## src/rtl/icache_dm2w_if.sv

```systemverilog
`default_nettype none
// icache_dm2w_if: fetch-side request/response and memory-side read port of the instruction cache.
interface icache_dm2w_if #(
  parameter int WORD_W = 32
);
  logic              halt;
  logic              imemREN;
  logic [WORD_W-1:0] imemaddr;
  logic              ihit;
  logic [WORD_W-1:0] imemload;
  logic              iwait;
  logic [WORD_W-1:0] iload;
  logic              iREN;
  logic [WORD_W-1:0] iaddr;

  modport slave (
    input  halt, imemREN, imemaddr, iwait, iload,
    output ihit, imemload, iREN, iaddr
  );

  modport master (
    output halt, imemREN, imemaddr, iwait, iload,
    input  ihit, imemload, iREN, iaddr
  );
endinterface
`default_nettype wire

```

## src/rtl/icache_dm2w.sv

```systemverilog
`default_nettype none
// icache_dm2w: read-only direct-mapped instruction cache with 2-word blocks.
// Hits resolve combinationally; a miss fills both words of the block through a 3-state FSM.
module icache_dm2w #(
  parameter int SETS   = 8,
  parameter int WORD_W = 32
) (
  input  logic         CLK,
  input  logic         nRST,
  icache_dm2w_if.slave bus
);
  localparam int IW = $clog2(SETS);
  localparam int TW = WORD_W - IW - 3;

  localparam logic [1:0] IDLE   = 2'd0;
  localparam logic [1:0] FETCH0 = 2'd1;
  localparam logic [1:0] FETCH1 = 2'd2;

  logic [1:0]        state_q, state_d;
  logic [SETS-1:0]   valid_q;
  logic [TW-1:0]     tag_q   [SETS];
  logic [WORD_W-1:0] word0_q [SETS];
  logic [WORD_W-1:0] word1_q [SETS];
  logic [TW+IW-1:0]  miss_q, miss_d;
  logic [WORD_W-1:0] buf_q, buf_d;

  logic [IW-1:0]     req_idx;
  logic [TW-1:0]     req_tag;
  logic              req_boff;
  logic [IW-1:0]     miss_idx;
  logic [TW-1:0]     miss_tag;
  logic              hit;
  logic              fill_done;
  logic              unused_byte_off;

  assign req_idx         = bus.imemaddr[IW+2:3];
  assign req_tag         = bus.imemaddr[WORD_W-1:IW+3];
  assign req_boff        = bus.imemaddr[2];
  assign unused_byte_off = ^bus.imemaddr[1:0];
  assign miss_idx        = miss_q[IW-1:0];
  assign miss_tag        = miss_q[TW+IW-1:IW];

  assign hit = (state_q == IDLE) && bus.imemREN && !bus.halt &&
               valid_q[req_idx] && (tag_q[req_idx] == req_tag);

  assign bus.ihit     = hit;
  assign bus.imemload = hit ? (req_boff ? word1_q[req_idx] : word0_q[req_idx]) : '0;
  assign fill_done    = (state_q == FETCH1) && !bus.iwait;

  // Once a fill starts it only looks at the latched block address and iwait,
  // so halt or a changing request cannot abort it.
  always_comb begin
    state_d  = state_q;
    miss_d   = miss_q;
    buf_d    = buf_q;
    bus.iREN  = 1'b0;
    bus.iaddr = '0;
    case (state_q)
      IDLE: begin
        if (bus.imemREN && !bus.halt && !hit) begin
          miss_d  = {req_tag, req_idx};
          state_d = FETCH0;
        end
      end
      FETCH0: begin
        bus.iREN  = 1'b1;
        bus.iaddr = {miss_q, 1'b0, 2'b00};
        if (!bus.iwait) begin
          buf_d   = bus.iload;
          state_d = FETCH1;
        end
      end
      FETCH1: begin
        bus.iREN  = 1'b1;
        bus.iaddr = {miss_q, 1'b1, 2'b00};
        if (!bus.iwait) begin
          state_d = IDLE;
        end
      end
      default: state_d = IDLE;
    endcase
  end

  always_ff @(posedge CLK or negedge nRST) begin
    if (!nRST) begin
      state_q <= IDLE;
      miss_q  <= '0;
      buf_q   <= '0;
      valid_q <= '0;
    end else begin
      state_q <= state_d;
      miss_q  <= miss_d;
      buf_q   <= buf_d;
      if (fill_done) begin
        valid_q[miss_idx] <= 1'b1;
      end
    end
  end

  // Frame payload is qualified by valid_q, so it carries no reset.
  always_ff @(posedge CLK) begin
    if (fill_done) begin
      tag_q[miss_idx]   <= miss_tag;
      word0_q[miss_idx] <= buf_q;
      word1_q[miss_idx] <= bus.iload;
    end
  end
endmodule
`default_nettype wire

```

## src/flat_wrapper.sv

```systemverilog
// flat-port wrapper written by rule: the top's interface ports become plain ports
module icache_dm2w_flat 
#(
  parameter int SETS   = 8,
  parameter int WORD_W = 32
)
  (CLK, nRST, bus_halt, bus_imemREN, bus_imemaddr, bus_iwait, bus_iload, bus_ihit, bus_imemload, bus_iREN, bus_iaddr);
  icache_dm2w_if #(.WORD_W(WORD_W)) bus_i ();
  input  logic CLK;
  input  logic nRST;
  input wire logic [$bits(bus_i.halt)-1:0] bus_halt;
  input wire logic [$bits(bus_i.imemREN)-1:0] bus_imemREN;
  input wire logic [$bits(bus_i.imemaddr)-1:0] bus_imemaddr;
  input wire logic [$bits(bus_i.iwait)-1:0] bus_iwait;
  input wire logic [$bits(bus_i.iload)-1:0] bus_iload;
  output wire logic [$bits(bus_i.ihit)-1:0] bus_ihit;
  output wire logic [$bits(bus_i.imemload)-1:0] bus_imemload;
  output wire logic [$bits(bus_i.iREN)-1:0] bus_iREN;
  output wire logic [$bits(bus_i.iaddr)-1:0] bus_iaddr;
  assign bus_i.halt = bus_halt;
  assign bus_i.imemREN = bus_imemREN;
  assign bus_i.imemaddr = bus_imemaddr;
  assign bus_i.iwait = bus_iwait;
  assign bus_i.iload = bus_iload;
  assign bus_ihit = bus_i.ihit;
  assign bus_imemload = bus_i.imemload;
  assign bus_iREN = bus_i.iREN;
  assign bus_iaddr = bus_i.iaddr;
  icache_dm2w #(.SETS(SETS), .WORD_W(WORD_W)) u_core (.CLK(CLK), .nRST(nRST), .bus(bus_i));
endmodule
```

## config.mk

```make
export PLATFORM = sky130hd
export DESIGN_NAME = icache_dm2w_flat
export DESIGN_NICKNAME = d
export VERILOG_FILES = /design/src/rtl/icache_dm2w_if.sv /design/src/rtl/icache_dm2w.sv /design/src/flat_wrapper.sv
export SDC_FILE = /design/constraint.sdc
export NUM_CORES = 1
export LEC_CHECK = 0
export BUFFER_PORTS_ARGS = -buffer_cell sky130_fd_sc_hd__clkbuf_2
export CAP_MARGIN = 40
export CORE_MARGIN = 2
export CORE_UTILIZATION = 45
export DETAILED_ROUTE_END_ITERATION = 6
export PLACE_DENSITY = 0.72
export SLEW_MARGIN = 20
export SYNTH_ARGS = -nofsm -noshare
export SYNTH_HDL_FRONTEND = slang
export SYNTH_SLANG_ARGS = --single-unit
```

## constraint.sdc

```tcl
create_clock -name CLK -period 9.8 [get_ports CLK]
set_clock_uncertainty 0.2 [all_clocks]
set_input_delay 1.96 -clock CLK [delete_from_list [all_inputs] [get_ports CLK]]
set_output_delay 1.96 -clock CLK [all_outputs]
set_load 0.01 [all_outputs]
```

==> impl_results.md <==
- Status: finished, final reports clean
- RSZ-0062 raised after global routing: no
- Final Instance Area: 35090 µm²
- Slew headroom: 31.16%
- Post-synth EDFFs: 720
- CTS Root Cell: clkbuf_16
- Final Hold Vio Count: 0
- Routed wire length: 62680 µm
- Post-synth top cells: edfxtp_1 (720), mux4_2 (199), dfrtp_1 (71)
- Nets@finish: 1596
- Netlist cell types: 45
- Die W: 264.8 µm
- Starting Density: approximately 46%
- Period minus WS final: about 7.6 ns
- CP Max Fanout: between 50 and 60
- Total Routing Usage GR: a little under a fifth
- Post-CTS Setup Inserts: 0
- Critical path class: input port to primary output
- Clk slew on worst S/H paths: ~0.060 ns
- Gr ovfl total: 0
- Via Count: 13940
- PnR worst setup slack: 2.187 ns
- CP arrival: 5.45 ns
- Sequential area share after synthesis: 76.42%
- Area leader, netlist: edfxtp_1
- Cells after Synth: 1343
- HPWL after DPL: 33320 µm
- Mapped Area: ~31000 µm²
- Routed len/inst: 25.53 µm
- Largest net degree at the start of global routing: 86
- Endpoints failing setup: 0
- Hold-fix buffers at CTS: 0
- DIE AREA: 70140 µm²
- Dpl ws: 2.108 ns
- Total negative setup slack: 0 ns
- Largest stage delay, worst path: 0.75 ns
- Slew Viols, Final: 0
- Startpoint types: input port
- Tightest Pin Transition: 1.033 ns
- Max Cap Viol: 0
- Most used DFF post-synth: edfxtp_1
- Crit path top cell by count: buf_4
- Clk buf depth: 3
- Initial antenna violation count: 6
- Row count: 95
- Pre-antenna DRT Iters: 5
- Sink Count: 791
- Critical Path RT: 7.64 ns
- FFs w/ async S/R, synth: 8.976%
- Post-layout util: 52.16%
- Non-Filler Instances: 2455
- Antenna viol nets, final: 0
- H-tree depth: 3
- Setup crit end kind: primary output
- Peak supply drop: around 0.16 mV
- IO buf count: 130
- Placed Area: 32570 µm²
- Synthesis Warnings: 0
- DRC: 0
- Number of global-route vias before repair: 14750
- Layout Area Growth over Synthesis: 14.63%
- I/O pins: 135
- Cell with the most instances after synthesis: edfxtp_1
- DP Cell Count: roughly 2300
- Die Height: around 260 µm
- Placeable Area: 67280 µm²
- Gpl congestion: 0.7009
- Syn Area/Cell: 22.80 µm²
- Post-CTS Resized: 0
- Vias per cell: 5.678
- Synth area leaders: edfxtp_1 (71%), mux4_2 (15%), dfrtp_1 (5.8%), mux2_2 (2.0%), mux2i_1 (1.5%)
- Crit-path cells: buf_6 -> buf_4 -> mux2i_1 -> a22oi_1 -> and3_1 -> o2111ai_1 -> nor4_2 -> nand4_2 -> buf_4 -> and2b_1 -> clkbuf_2
- Crit share post-route: between 70% and 80%
- Drt first-iter violations: 1431
- PwrDens: 239.1 nW/µm²
- Global-route wire length before repair: 94120 µm
- Yosys top cell area share: 70.62%
- Worst min path class: flop to flop
- Share of cells above drive strength 1: between 30% and 40%
- #FFs+latches synth: 791
- Clock latency on the worst-skew pair: 0.61 ns
- CP max-delay cell: buf_4
- Fmax: 131.4 MHz
- P_leak: ~12 nW
- CTS Buf Count: 74
- CTS tree: built
[placed cells by master, fill, tap and decap left out, types with 10 or more instances in the layout]
cell type | Yosys | final
xor2_1 | 16 | 16
mux2_2 | 54 | 54
and2_1 | 30 | 30
clkinv_2 | 0 | 16
dfrtp_1 | 71 | 71
edfxtp_1 | 720 | 720
bufinv_16 | 0 | 10
mux2_4 | 10 | 10
mux4_2 | 199 | 199
clkbuf_1 | 29 | 21
nand2_1 | 10 | 10
nor2b_1 | 32 | 31
buf_4 | 3 | 28
mux2i_1 | 46 | 46
clkbuf_16 | 0 | 76
clkbuf_2 | 0 | 126
[per-layer routing]
layer | vias to the layer above | track usage (%) | wire length, µm
met1 | 7477 | 25.33 | 26790
li1 | 5927 | - | -
met4 | 8 | 4.230 | 1141
met5 | - | 0 | 48
met3 | 95 | 3.967 | 3790
met2 | 432 | 29.73 | 30910
[cells by family after synthesis]
| kind of cell | synth area share [%] |
|---|---|
| flops | 76.42 |
| mux | 18.62 |
| compound gates | 0.5435 |
| fa+ha+maj | 0.2452 |
| buf+inv | 1.136 |
| xor+xnor | 0.6294 |
| other cells | 0.01225 |
| simple gates | 2.391 |
[power breakdown]
part | switching, W | internal, W
clock network | 0.00119 | 0.00173
logic | 0.000458 | 0.000411
registers | 0.000328 | 0.00427
[layout make-up]
class                           count  area [µm²]
Tap cell                          873        1092
Sequential cell                   791       23400
Fill cell                        5137       32180
Timing Repair Buffer              168        1166
Antenna cell                        2       5.005
Inverter                            4       15.01
Multi-Input combinational cell    482        6937
Clock inverter                     33       431.7
Clock buffer                      102        2049
[registers in the layout, indices dropped and copies added, names as in the netlist]
register	cells
u_core.buf_q	32
u_core.word0_q	256
u_core.state_q	2
u_core.miss_q	29
u_core.valid_q	8
u_core.tag_q	208
u_core.word1_q	256
[worst max-delay path: cells and delay by family]
kind	cells	cell delay [ns]
AO/OA/AOI/OAI	2	0.41
multiplexers	1	0.16
AND/OR/NAND/NOR	4	1.01
buffers and inverters	4	1.77
[metrics by stage]
| stage | hold slack, ns | power (W) |
|---|---|---|
| after detailed placement | 0.2536 | 0.005543 |
| after floorplan | 0.2334 | 0.005137 |
| after global placement | 0.2463 | 0.005464 |
| final | 0.2631 | 0.008392 |
| after CTS | 0.2691 | 0.008462 |
| after global routing | 0.2930 | 0.008707 |
[final timing paths]
| path | from | end | slack [ns] | cells past startpoint |
|---|---|---|---|---|
| max | bus_imemaddr[5] | bus_imemload[0] | 2.19 | 11 |
| min | u_core.valid_q[1]$_DFFE_PN0P_ | u_core.valid_q[1]$_DFFE_PN0P_ | 0.26 | 1 |
| max reg2reg | u_core.state_q[0]$_DFFE_PN0P_ | u_core.word0_q[2][12]$_DFFE_PP_ | 6.17 | 7 |
| min reg2reg | u_core.valid_q[1]$_DFFE_PN0P_ | u_core.valid_q[1]$_DFFE_PN0P_ | 0.26 | 1 |
| max in group asynchronous | nRST | u_core.buf_q[3]$_DFFE_PN0P_ | 7.00 | 2 |
| min in group asynchronous | nRST | u_core.buf_q[31]$_DFFE_PN0P_ | 1.19 | 1 |
(Power assumes the default switching activity.)
